===== config.mk =====
export PLATFORM = sky130hd
export DESIGN_NAME = fact_arbiter
export DESIGN_NICKNAME = d
export VERILOG_FILES = /design/src/rtl/fact_pkg.sv /design/src/rtl/fact_arbiter_rr_pick.sv /design/src/rtl/fact_arbiter.sv
export SDC_FILE = /design/constraint.sdc
export NUM_CORES = 1
export LEC_CHECK = 0
export ABC_AREA = 1
export BUFFER_PORTS_ARGS = -buffer_cell sky130_fd_sc_hd__buf_4
export CELL_PAD_IN_SITES_DETAIL_PLACEMENT = 1
export CELL_PAD_IN_SITES_GLOBAL_PLACEMENT = 2
export CORE_ASPECT_RATIO = 0.9
export CORE_MARGIN = 5
export CORE_UTILIZATION = 20
export CTS_CLUSTER_DIAMETER = 200
export CTS_CLUSTER_SIZE = 24
export DETAILED_ROUTE_END_ITERATION = 12
export PLACE_DENSITY = 0.75
export SLEW_MARGIN = 0
export SYNTH_ARGS = -nofsm -noshare
export SYNTH_HDL_FRONTEND = slang
export SYNTH_SLANG_ARGS = --single-unit

===== constraint.sdc =====
create_clock -name clk -period 1.25 [get_ports clk]
set_input_delay 0.0625 -clock clk [delete_from_list [all_inputs] [get_ports clk]]
set_output_delay 0.0625 -clock clk [all_outputs]
set_load 0.01 [all_outputs]

===== src/rtl/fact_pkg.sv =====
// Shared definitions for the factorial arbiter: FSM state encodings and default widths.
// Latency: none (package only).
// Backpressure: none (package only).
package fact_pkg;

  localparam int FACT_DW = 32;
  localparam int FACT_NW = 4;

  typedef enum logic [1:0] {
    IDLE  = 2'b00,
    ISSUE = 2'b01,
    WAIT  = 2'b10,
    RESP  = 2'b11
  } state_e;

endpackage


===== src/rtl/fact_arbiter_rr_pick.sv =====
// Two-way round-robin pick: chooses which pending requester is granted next.
// Latency: purely combinational, zero cycles.
// Backpressure: none; the caller decides when the pick is consumed.
module rr_pick (
  input  logic [1:0] req,
  input  logic       last_owner,
  output logic       grant_vld,
  output logic       grant_idx
);

  // Single request wins outright; on contention the requester not served last wins.
  always_comb begin
    grant_vld = |req;
    grant_idx = 1'b0;
    case (req)
      2'b01:   grant_idx = 1'b0;
      2'b10:   grant_idx = 1'b1;
      2'b11:   grant_idx = ~last_owner;
      default: grant_idx = 1'b0;
    endcase
  end

endmodule


===== src/rtl/fact_arbiter.sv =====
// Arbitrates two requesters onto one shared factorial unit; optional WAIT timeout under FACT_ARB_TIMEOUT_EN.
// Latency: grant edge, 1 cycle fact_go, k cycles WAIT, 1 cycle ack (IDLE revisited between requests).
// Backpressure: req held until ack; unit completion is awaited indefinitely unless the timeout is built in.
module fact_arbiter
  import fact_pkg::*;
#(
  parameter int DW      = FACT_DW,
  parameter int NW      = FACT_NW,
  parameter int TIMEOUT = 64
) (
  input  logic          clk,
  input  logic          reset,
  input  logic [1:0]    req,
  input  logic [NW-1:0] n0,
  input  logic [NW-1:0] n1,
  output logic [1:0]    ack,
  output logic [DW-1:0] result,
  output logic          res_err,
  output logic          busy,
  output logic          owner,
  output logic          fact_go,
  output logic [NW-1:0] fact_n,
  input  logic          fact_done,
  input  logic          fact_err,
  input  logic [DW-1:0] fact_result,
  output logic          timeout
);

  state_e        state_q, state_d;
  logic          owner_q, owner_d;
  logic          last_owner_q, last_owner_d;
  logic [NW-1:0] fact_n_q, fact_n_d;
  logic [DW-1:0] result_q, result_d;
  logic          res_err_q, res_err_d;
  logic          grant_vld;
  logic          grant_idx;

`ifdef FACT_ARB_TIMEOUT_EN
  localparam int CW = $clog2(TIMEOUT + 1);
  logic [CW-1:0] wait_cnt_q, wait_cnt_d;
  logic          timeout_q, timeout_d;
`else
  logic unused_timeout;
  assign unused_timeout = (TIMEOUT != 0);
`endif

  rr_pick u_rr_pick (
    .req        (req),
    .last_owner (last_owner_q),
    .grant_vld  (grant_vld),
    .grant_idx  (grant_idx)
  );

  // Next-state and datapath updates for the IDLE/ISSUE/WAIT/RESP sequence.
  always_comb begin
    state_d      = state_q;
    owner_d      = owner_q;
    last_owner_d = last_owner_q;
    fact_n_d     = fact_n_q;
    result_d     = result_q;
    res_err_d    = res_err_q;
`ifdef FACT_ARB_TIMEOUT_EN
    wait_cnt_d   = wait_cnt_q;
    timeout_d    = timeout_q;
`endif
    case (state_q)
      IDLE: begin
        if (grant_vld) begin
          owner_d  = grant_idx;
          fact_n_d = grant_idx ? n1 : n0;
          state_d  = ISSUE;
        end
      end
      ISSUE: begin
`ifdef FACT_ARB_TIMEOUT_EN
        wait_cnt_d = '0;
`endif
        state_d = WAIT;
      end
      WAIT: begin
        // An error return outranks a simultaneous done.
        if (fact_done || fact_err) begin
          result_d  = fact_result;
          res_err_d = fact_err;
          state_d   = RESP;
        end
`ifdef FACT_ARB_TIMEOUT_EN
        else if (wait_cnt_q == CW'(TIMEOUT - 1)) begin
          result_d  = '0;
          res_err_d = 1'b1;
          timeout_d = 1'b1;
          state_d   = RESP;
        end else begin
          wait_cnt_d = wait_cnt_q + 1'b1;
        end
`endif
      end
      RESP: begin
        last_owner_d = owner_q;
        state_d      = IDLE;
      end
      default: begin
        state_d = IDLE;
      end
    endcase
  end

  // State and datapath registers; reset leaves requester 0 with first priority.
  always_ff @(posedge clk) begin
    if (reset) begin
      state_q      <= IDLE;
      owner_q      <= 1'b0;
      last_owner_q <= 1'b1;
      fact_n_q     <= '0;
      result_q     <= '0;
      res_err_q    <= 1'b0;
`ifdef FACT_ARB_TIMEOUT_EN
      wait_cnt_q   <= '0;
      timeout_q    <= 1'b0;
`endif
    end else begin
      state_q      <= state_d;
      owner_q      <= owner_d;
      last_owner_q <= last_owner_d;
      fact_n_q     <= fact_n_d;
      result_q     <= result_d;
      res_err_q    <= res_err_d;
`ifdef FACT_ARB_TIMEOUT_EN
      wait_cnt_q   <= wait_cnt_d;
      timeout_q    <= timeout_d;
`endif
    end
  end

  // Strobes decode straight from the state register so they are glitch-free per cycle.
  always_comb begin
    fact_go = (state_q == ISSUE);
    busy    = (state_q != IDLE);
    ack     = 2'b00;
    if (state_q == RESP) begin
      ack = owner_q ? 2'b10 : 2'b01;
    end
  end

  assign owner   = owner_q;
  assign fact_n  = fact_n_q;
  assign result  = result_q;
  assign res_err = res_err_q;
`ifdef FACT_ARB_TIMEOUT_EN
  assign timeout = timeout_q;
`else
  assign timeout = 1'b0;
`endif

endmodule


==> reports/metrics.yaml, run 1 <==
status: "finished, final reports clean"
min_period_ns: 1.25
ir_drop_mv: 0.625
nets: 373
ys_seq_elements: 41
place_hpwl_mm: 3.92
clock-sinks: 41
synth.cell_area_um2: 1640
clkTransAtPathRegs_ns: 0.08
grt_max_degree: 25
die_h_um: 95.8
start_util_pct: 20.4
met3_usage_pct: 4.23
critPathSlowestCell: "dfxtp_4"
period_share_pct: 99.7
cp_cell_sequence: "inv_4 > ha_2 > o21ai_4 > inv_4 > clkbuf_16 > nor2_1 > nor2_1"
grtUsageMet1_pct: 12.0
switchingPower_uw: 2000
synthXorXnorAreaFrac_pct: 0
r2r_end: "result[31]"
reg2regPathDepth: 7
finalWirelength_mm: 5.48
power_frac_seq_pct: 33.6
synth_area_leaders: "dfxtp_1 50%, nor2_1 19%, o21ai_0 8.9%"
cp_max_fo: 6
synth_top_family_by_area: "simple AND/OR/NAND/NOR gates"
cts_buffer_depth: 2
grt_setup_unrepaired: "yes"
first_iter_violations: 29
clockPowerShare_pct: 19.0
cp_num_buf_inv: 3
synth_most_common_cell: "nor2_1"
post_drt_wl_per_cell_um: 13.0
cellLeakagePower_uw: 0.00131
first_pass_iters: 2
synth-compound-area-share_pct: 13.5
async_flop_share_pct: 0
gp_congestion: 0.710
yosys.cell_types.count: 17
setup-violations-final: 0
clkLatencyLatePin_ns: 0.29
fin_ws_ns: 0.00346
antenna_found_initial: 0
rows: 31
reg2reg_slack_ns: 0.003
antennaDiodeCount: 0
min_path_cells: 3
path_delay_family: "flip-flops"
drv_slew: 0
drive_gt1_share_pct: 41.5
critPathKind: "reg2reg"
synth-simple-area-share_pct: 24.5
drc_errors: 0
max_stage_delay_ns: 0.37
end_kind: "register"
cts_buffers: 5
power_switching_share_pct: 34.5
finalClockSkew_ns: 0.00487
holdWs_ns: 0.0123
syn_nets: 268
grt_pass1_wl_mm: 8.20
yosys_warnings: 0
grt_pass1_vias: 1740
holdCritPathClass: "in2reg"
ys.flop_type: "dfxtp_1"
syn_to_final_growth_pct: 71.1
drv_cap: 0
synth_top_area_cell: "dfxtp_1"
die_w_um: 105
cts_tree: "yes"
combinationalPowerShare_pct: 47.5
vias: 1734
ant_nets: 0
grt_use_met2_pct: 16.8
io_pins: 89
yosysTopAreaCellShare_pct: 50.2
synthMuxAreaShare_pct: 0
cp.required_ns: 1.44
design_power_total_uw: 5810
hold_viol: 0
htreeDepth: 2
synth.top_cells.by_count: "82 x nor2_1, 41 x dfxtp_1, 29 x o21ai_0"
viasPerCell: 4.11
crit_arrival_ns: 1.43
max_freq_ghz: 0.802
p_int_uw: 3810
seq_area_frac_synth_pct: 50.2
syn_avg_cell_area_um2: 7.54
cts-root-buf: "clkbuf_8"
p_per_area_nw_per_um2: 2080
synth_edf_count: 0
hp-start: "fact_result[28]"
fin_tns_setup_ns: 0
timing.rr.start: "state_q[0]"
startpoint_type: "register"
grt-ovfl-total: 0
die_area_um2: 10100
top_usage_layer: "met2"
synthCells: 217
fp.coreArea_um2: 8030
preCtsSetupSlack_ns: -0.0476
portBuffers: 87
synthAdderAreaFrac_pct: 3.83
min_to: "result[28]"
grt_usage_pct: 10.0
==> placed cells by master (no fill, tap or decap) <==
| cell type | synthesis | final |
|---|---|---|
| a21oi_1 | 4 | 4 |
| buf_12 | 0 | 3 |
| buf_4 | 4 | 93 |
| buf_6 | 3 | 6 |
| bufinv_16 | 0 | 1 |
| clkbuf_1 | 2 | 1 |
| clkbuf_16 | 0 | 2 |
| clkbuf_8 | 0 | 6 |
| conb_1 | 1 | 1 |
| dfxtp_1 | 41 | 39 |
| dfxtp_4 | 0 | 2 |
| dlygate4sd3_1 | 0 | 5 |
| ha_1 | 5 | 1 |
| ha_2 | 0 | 2 |
| ha_4 | 0 | 2 |
| inv_1 | 10 | 6 |
| inv_2 | 2 | 1 |
| inv_4 | 0 | 5 |
| nand2_1 | 19 | 18 |
| nand2_2 | 0 | 1 |
| nand3_1 | 3 | 3 |
| nor2_1 | 82 | 74 |
| nor2_2 | 1 | 8 |
| nor2_4 | 0 | 1 |
| o21ai_0 | 29 | 24 |
| o21ai_1 | 8 | 13 |
| o21ai_4 | 1 | 1 |
==> layout make-up <==
type	count	area, um^2
Tap cell	99	124
Clock inverter	1	30.0
Sequential cell	41	828
Clock buffer	7	86.3
Fill cell	996	5230
Multi-Input combinational cell	153	746
Inverter	12	57.6
Timing Repair Buffer	109	926
==> worst max path at each step <==
stage | end | start | cells after the start | slack [ns]
2_1_floorplan | result[10] | state_q[0] | 7 | 0.01
3_3_place_gp | fact_n[1] | state_q[0] | 7 | -0.03
3_5_place_dp | result[17] | state_q[0] | 7 | -0.05
4_1_cts | ack[0] | state_q[0] | 5 | 0.006
5_1_grt | result[30] | state_q[0] | 7 | -0.07
6_report | result[31] | state_q[0] | 7 | 0.003
==> power by group through the flow <==
stage / clock network, uW / logic, uW / registers [uW]
6_report: 1100 / 2760 / 1950
3_3_place_gp: 0 / 2350 / 1920
3_5_place_dp: 0 / 2380 / 1930
5_1_grt: 1220 / 3060 / 2000
4_1_cts: 1170 / 2490 / 1920
2_1_floorplan: 0 / 1030 / 2080
==> registers in the layout, summed over array words and instances (netlist names) <==
register,flops
fact_n,4
state_q,2
result,32
res_err,1
last_owner_q,1
owner,1
==> logic make-up (layout without fill, tap and decap cells) <==
| logic type | count (synthesis) | count (layout) |
|---|---|---|
| and+or+nand+nor | 105 | 105 |
| AOI/OAI and AO/OA | 42 | 42 |
| DFF | 41 | 41 |
| buffers and inverters | 23 | 129 |
| adders and majority gates | 5 | 5 |
| other | 1 | 1 |
==> worst reg2reg max path, stage by stage (launching register included) <==
cell and delay [ns]:
dfxtp_4 0.37, inv_4 0.05, ha_2 0.20, o21ai_4 0.11, inv_4 0.11, clkbuf_16 0.18, nor2_1 0.08, nor2_1 0.05
==> metrics by stage <==
step	instances	util, %	area, um^2
6_report	422	34.8	2800
5_1_grt	422	34.8	2800
4_1_cts	418	33.2	2670
3_5_place_dp	404	30.6	2460
3_3_place_gp	404	30.6	2460
2_1_floorplan	217	-	1640
==> metal layers <==
metal  wire length [um]  share of wire (%)
met1               2450                 45
met2               2610                 48
met3                401                7.3
met4                 19               0.35
met5                  0                  0
==> timing repair <==
item / 4_1_cts / 5_1_grt
endpoints found under the hold margin: 6 / 0
buffers inserted: 1 / 1
resized for setup: 11 / 28
hold buffers: 5 / 0
pin swaps: 1 / 1
gates cloned: 0 / 3
setup endpoints to repair: 40 / 40
Power figures use the tool's default switching activity.
==> inputs of run 2 (changes only) <==
--- a/config.mk
+++ b/config.mk
@@ -10,12 +10,13 @@
 export CELL_PAD_IN_SITES_DETAIL_PLACEMENT = 1
 export CELL_PAD_IN_SITES_GLOBAL_PLACEMENT = 2
 export CORE_ASPECT_RATIO = 0.9
-export CORE_MARGIN = 5
+export CORE_MARGIN = 2
 export CORE_UTILIZATION = 20
 export CTS_CLUSTER_DIAMETER = 200
 export CTS_CLUSTER_SIZE = 24
 export DETAILED_ROUTE_END_ITERATION = 12
 export PLACE_DENSITY = 0.75
+export RECOVER_POWER = 25
 export SLEW_MARGIN = 0
 export SYNTH_ARGS = -nofsm -noshare
 export SYNTH_HDL_FRONTEND = slang
==> run 2 against run 1 <==
Global-route usage rose by 0.93 points. Critical path depth decreased by 2. Largest power group unchanged. Setup slack gained 0.017 ns. Hold slack worse by 0.0046 ns. Critical endpoint is now ack[0].
==> reports/metrics.yaml, run 2 (same netlist as run 1, synthesis figures left out) <==
status: "finished, final reports clean"  # unchanged
finalWirelength_mm: 4.88  # was 5.48 mm
p_per_area_nw_per_um2: 2050  # was 2080 nW/um^2
clkTransAtPathRegs_ns: 0.08  # about the same
syn_to_final_growth_pct: 64.3  # was 71.1%
final_cell_mix: "80 x buf_4, 76 x nor2_1, 39 x dfxtp_1"  # was 93 x buf_4, 74 x nor2_1, 39 x dfxtp_1
met3_usage_pct: 2.80  # was 4.23%
critPathKind: "reg2out"  # was reg2reg
max_freq_ghz: 0.813  # was 0.802 GHz
vias: 1692  # was 1734
startpoint_type: "register"  # unchanged
clkLatencyLatePin_ns: 0.29  # about the same
ir_drop_mv: 0.698  # was 0.625 mV
cts_buffer_depth: 2  # unchanged
power_switching_share_pct: 35.5  # was 34.5%
setup-violations-final: 0  # unchanged
first_iter_violations: 38  # was 29
clockPowerShare_pct: 20.4  # was 19.0%
min_path_cells: 3  # unchanged
p_int_uw: 3550  # was 3810 uW
reg2regPathDepth: 7  # unchanged
drv_slew: 0  # unchanged
die_area_um2: 8920  # was 10100 um^2
rows: 31  # unchanged
finalClockSkew_ns: 0.00289  # was 0.00487 ns
top_usage_layer: "met2"  # unchanged
switchingPower_uw: 1950  # was 2000 uW
cellLeakagePower_uw: 0.00122  # was 0.00131 uW
fp.coreArea_um2: 7990  # was 8030 um^2
ant_nets: 0  # unchanged
first_pass_iters: 4  # was 2
place_hpwl_mm: 3.64  # was 3.92 mm
end_kind: "output port"  # was register
combinationalPowerShare_pct: 44.3  # was 47.5%
crit_arrival_ns: 1.17  # was 1.43 ns
fin_ws_ns: 0.0207  # was 0.00346 ns
hp-start: "fact_result[19]"  # was fact_result[28]
largest_reg_flops: 32  # unchanged
die_w_um: 99.3  # was 105 um
min_period_ns: 1.23  # was 1.25 ns
nets: 370  # was 373
die_h_um: 89.8  # was 95.8 um
cp_max_fo: 3  # was 6
holdCritPathClass: "in2reg"  # unchanged
crit_path_frequent_cell: "buf_4"
cp_cell_sequence: "buf_4 > ha_4 > inv_2 > nor2_2 > buf_4"  # was inv_4 > ha_2 > o21ai_4 > inv_4 > clkbuf_16 > nor2_1 > nor2_1
grt_max_degree: 39  # was 25
fillers: 980  # was 996
reg2reg_slack_ns: 0.06  # was 0.003 ns
grt-ovfl-total: 0  # unchanged
htreeDepth: 2  # unchanged
start_util_pct: 20.5  # was 20.4%
antennaDiodeCount: 0  # unchanged
r2r_end: "result[4]"  # was result[31]
grt_pass1_vias: 1741  # was 1740
critical_path_cell_count: 5  # was 7
grt_use_met2_pct: 18.2  # was 16.8%
path_delay_family: "buffers and inverters"  # was flip-flops
viasPerCell: 4.04  # was 4.11
period_share_pct: 98.3  # was 99.7%
max_stage_delay_ns: 0.34  # was 0.37 ns
post_drt_wl_per_cell_um: 11.6  # was 13.0 um
grtUsageMet1_pct: 14.1  # was 12.0%
cts_tree: "yes"  # unchanged
power_frac_seq_pct: 35.3  # was 33.6%
portBuffers: 87  # unchanged
drive_gt1_share_pct: 37.5  # was 41.5%
cp_num_buf_inv: 3  # unchanged
cts-root-buf: "clkbuf_8"  # unchanged
antenna_found_initial: 0  # unchanged
drv_cap: 0  # unchanged
critPathSlowestCell: "dfxtp_2"  # was dfxtp_4
preCtsSetupSlack_ns: -0.0993  # was -0.0476 ns
utilization_pct: 33.6  # was 34.8%
cts_buffers: 5  # unchanged
mostFrequentLayoutCell: "buf_4"  # unchanged
hold_viol: 0  # unchanged
grt_setup_unrepaired: "yes"  # unchanged
grt_pass1_wl_mm: 7.92  # was 8.20 mm
timing.rr.start: "state_q[0]"  # unchanged
gp_congestion: 0.708  # was 0.710
io_pins: 89  # unchanged
grt_usage_pct: 10.9  # was 10.0%
clock-sinks: 41  # unchanged
min_to: "result[19]"  # was result[28]
drc_errors: 0  # unchanged
cp.required_ns: 1.19  # was 1.44 ns
==> run 2: metal layers <==
layer	routed length, um	share of wire [%]	up-vias
li1	-	-	880
met5	0	0	-
met3	319	6.5	5
met1	2230	46	757
met4	36	0.74	0
met2	2290	47	50
==> run 2: power groups by stage <==
stage                     Sequential, uW  Combinational (uW)  Clock, uW
after floorplan                     2080                1030          0
after global placement              1930                2290          0
after detailed placement            1940                2330          0
after CTS                           1940                2480       1190
after global routing                2010                2720       1230
final                               1940                2430       1120
==> run 2: worst min-delay path, cell delays in order <==
cell and delay, ns:
buf_4 0.08, o21ai_1 0.05, nor2_1 0.07
==> run 2: worst max-delay path by stage <==
stage                 endpoint       start  slack, ns
finish                  ack[0]  state_q[0]       0.02
detailed placement   fact_n[2]  state_q[1]       -0.1
floorplan           result[10]  state_q[0]       0.01
global placement     fact_n[2]  state_q[1]      -0.06
global route            ack[0]  state_q[0]      -0.04
CTS                       busy  state_q[1]      0.003
==> run 2: per-stage QoR <==
stage / std cells / TNS (ns) / cell area [um^2] / power [uW] / hold WS, ns
global placement: 403 / -0.193 / 2450 / 4220 / 0.261
CTS: 418 / 0 / 2690 / 5610 / 0.00271
detailed placement: 403 / -0.317 / 2450 / 4270 / 0.262
global route: 419 / -0.598 / 2690 / 5950 / 0.00679
floorplan: 217 / 0 / 1640 / 3110 / 0.132
finish: 419 / 0 / 2690 / 5500 / 0.00773
==> run 2: timing repair <==
action / CTS / global route
gates resized for setup: 17 / 37
hold buffers: 5 / 0
buffers inserted: 2 / 2
endpoints found under the hold margin: 6 / 0
pin swaps: 2 / 1
endpoints found under the setup margin: 36 / 34
==> run 2: cell type report <==
type	instances	area [um^2]	area share, %
clock buffer	6	82.6	3.07
clock inverter	2	37.5	1.40
inverter	12	52.6	1.96
multi-input combinational	153	748	27.9
sequential	41	826	30.7
tap	99	124	4.61
timing repair buffer	106	816	30.4
==> inputs of run 3 (changes only) <==
--- a/config.mk
+++ b/config.mk
@@ -16,7 +16,6 @@
 export CTS_CLUSTER_SIZE = 24
 export DETAILED_ROUTE_END_ITERATION = 12
 export PLACE_DENSITY = 0.75
-export RECOVER_POWER = 25
 export SLEW_MARGIN = 0
 export SYNTH_ARGS = -nofsm -noshare
 export SYNTH_HDL_FRONTEND = slang
==> run 3 against run 2 <==
Fmax hardly changed. Clock power is essentially flat. Clock-buffer cell count did not move. First-iteration DRC count is 11% lower. Via count grew 0.12%. Setup slack hardly changed. Combinational power is 4% higher. Wire length did not move. Register-to-register slack hardly changed. Total power grew 1.7%. Core utilization increased by 0.61 points. Highest routed layer unchanged.
==> reports/metrics.yaml, run 3 (same netlist as run 1, synthesis figures left out) <==
drv_slew: 0  # unchanged
min_period_ns: 1.23  # about the same
first_pass_iters: 4  # unchanged
rows: 31  # unchanged
cts_buffer_depth: 2  # unchanged
drive_gt1_share_pct: 41.6  # was 37.5%
drc_errors: 0  # unchanged
min_path_cells: 3  # unchanged
fin_tns_setup_ns: 0  # unchanged
viasPerCell: 4.04  # about the same
vias: 1694  # was 1692
cp_max_fo: 3  # unchanged
cts-root-buf: "clkbuf_8"  # unchanged
critPathKind: "reg2out"  # unchanged
fin_ws_ns: 0.0207  # about the same
end_kind: "output port"  # unchanged
die_w_um: 99.3  # unchanged
timing.rr.start: "state_q[0]"  # unchanged
fp.coreArea_um2: 7990  # unchanged
die_h_um: 89.8  # unchanged
max_freq_ghz: 0.813  # about the same
drv_cap: 0  # unchanged
gp_congestion: 0.708  # unchanged
startpoint_type: "register"  # unchanged
startpoint: "state_q[0]"  # unchanged
setup-violations-final: 0  # unchanged
clkLatencyLatePin_ns: 0.29  # about the same
final_cells: 419  # unchanged
ir_drop_mv: 0.698  # about the same
finalWirelength_mm: 4.88  # unchanged
clkTransAtPathRegs_ns: 0.08  # about the same
critPathCapture: "ack[0]"  # unchanged
dp_cells: 403  # unchanged
final_cell_mix: "93 x buf_4, 76 x nor2_1, 39 x dfxtp_1"  # was 80 x buf_4, 76 x nor2_1, 39 x dfxtp_1
period_share_pct: 98.3  # about the same
grt_max_degree: 39  # unchanged
cts_tree: "yes"  # unchanged
grt-ovfl-total: 0  # unchanged
grt_usage_pct: 10.9  # unchanged
holdCritPathClass: "in2reg"  # unchanged
clock-sinks: 41  # unchanged
cp.required_ns: 1.19  # about the same
reg2reg_slack_ns: 0.06  # about the same
post_drt_wl_per_cell_um: 11.6  # unchanged
preCtsSetupSlack_ns: -0.0993  # unchanged
cellLeakagePower_uw: 0.00127  # was 0.00122 uW
cts_buffers: 5  # unchanged
die_area_um2: 8920  # unchanged
io_pins: 89  # unchanged
antenna_found_initial: 0  # unchanged
nets: 370  # unchanged
finalClockSkew_ns: 0.00285  # was 0.00289 ns
antennaDiodeCount: 0  # unchanged
ant_nets: 0  # unchanged
first_iter_violations: 34  # was 38
crit_arrival_ns: 1.17  # about the same
reg2regPathDepth: 7  # unchanged
p_per_area_nw_per_um2: 2040  # was 2050 nW/um^2
htreeDepth: 2  # unchanged
place_hpwl_mm: 3.64  # unchanged
grt_pass1_wl_mm: 7.92  # unchanged
start_util_pct: 20.5  # unchanged
syn_to_final_growth_pct: 67.3  # was 64.3%
portBuffers: 87  # unchanged
status: "finished, final reports clean"  # unchanged
grt_setup_unrepaired: "yes"  # unchanged
r2r_end: "result[4]"  # unchanged
grt_pass1_vias: 1741  # unchanged
hold_viol: 0  # unchanged
largest_reg_flops: 32  # unchanged
mostFrequentLayoutCell: "buf_4"  # unchanged
[run 3: per-layer routing]
metal,up-vias,GRT usage (%),share of wire [%]
met3,5,2.80,6.6
met1,759,14.1,46
li1,880,-,-
met4,0,2.74,0.74
met2,50,18.2,47
met5,-,0,0
[run 3: timing repair]
action	4_1_cts	5_1_grt
resized for setup	17	37
endpoints found under the hold margin	6	0
endpoints found under the setup margin	36	34
pin swaps	2	1
hold buffers	5	0
setup buffers	2	2
[run 3: where the power goes]
part	internal, uW	leakage (uW)	total (uW)	switching, uW
clock	650	0.0000574	1120	471
combinational	1280	0.000877	2530	1240
sequential	1710	0.000337	1950	238
[run 3: worst max-delay path, cell delays in order (launching register included)]
cell and delay, ns:
dfxtp_2 0.34, buf_4 0.15, ha_4 0.16, inv_2 0.06, nor2_2 0.03, buf_4 0.14
[run 3: worst min-delay path by stage]
stage	start	end
2_1_floorplan	reset	owner
3_3_place_gp	reset	owner
3_5_place_dp	reset	owner
4_1_cts	fact_result[21]	result[21]
5_1_grt	fact_result[31]	result[31]
6_report	fact_result[19]	result[19]
[run 3: layout make-up]
type / count / area (um^2)
Clock buffer: 6 / 82.6
Inverter: 12 / 52.6
Fill cell: 968 / 5260
Multi-Input combinational cell: 153 / 748
Tap cell: 99 / 124
Timing Repair Buffer: 106 / 865
Sequential cell: 41 / 826
Clock inverter: 2 / 37.5
[run 3: stage by stage]
stage          instance area, um^2  total power, uW  hold WS, ns  utilization [%]
3_3_place_gp                  2450             4220        0.261             30.7
2_1_floorplan                 1640             3110        0.132                -
4_1_cts                       2690             5610      0.00271             33.6
3_5_place_dp                  2450             4270        0.262             30.7
6_report                      2740             5590      0.00778             34.2
5_1_grt                       2740             6050      0.00679             34.2
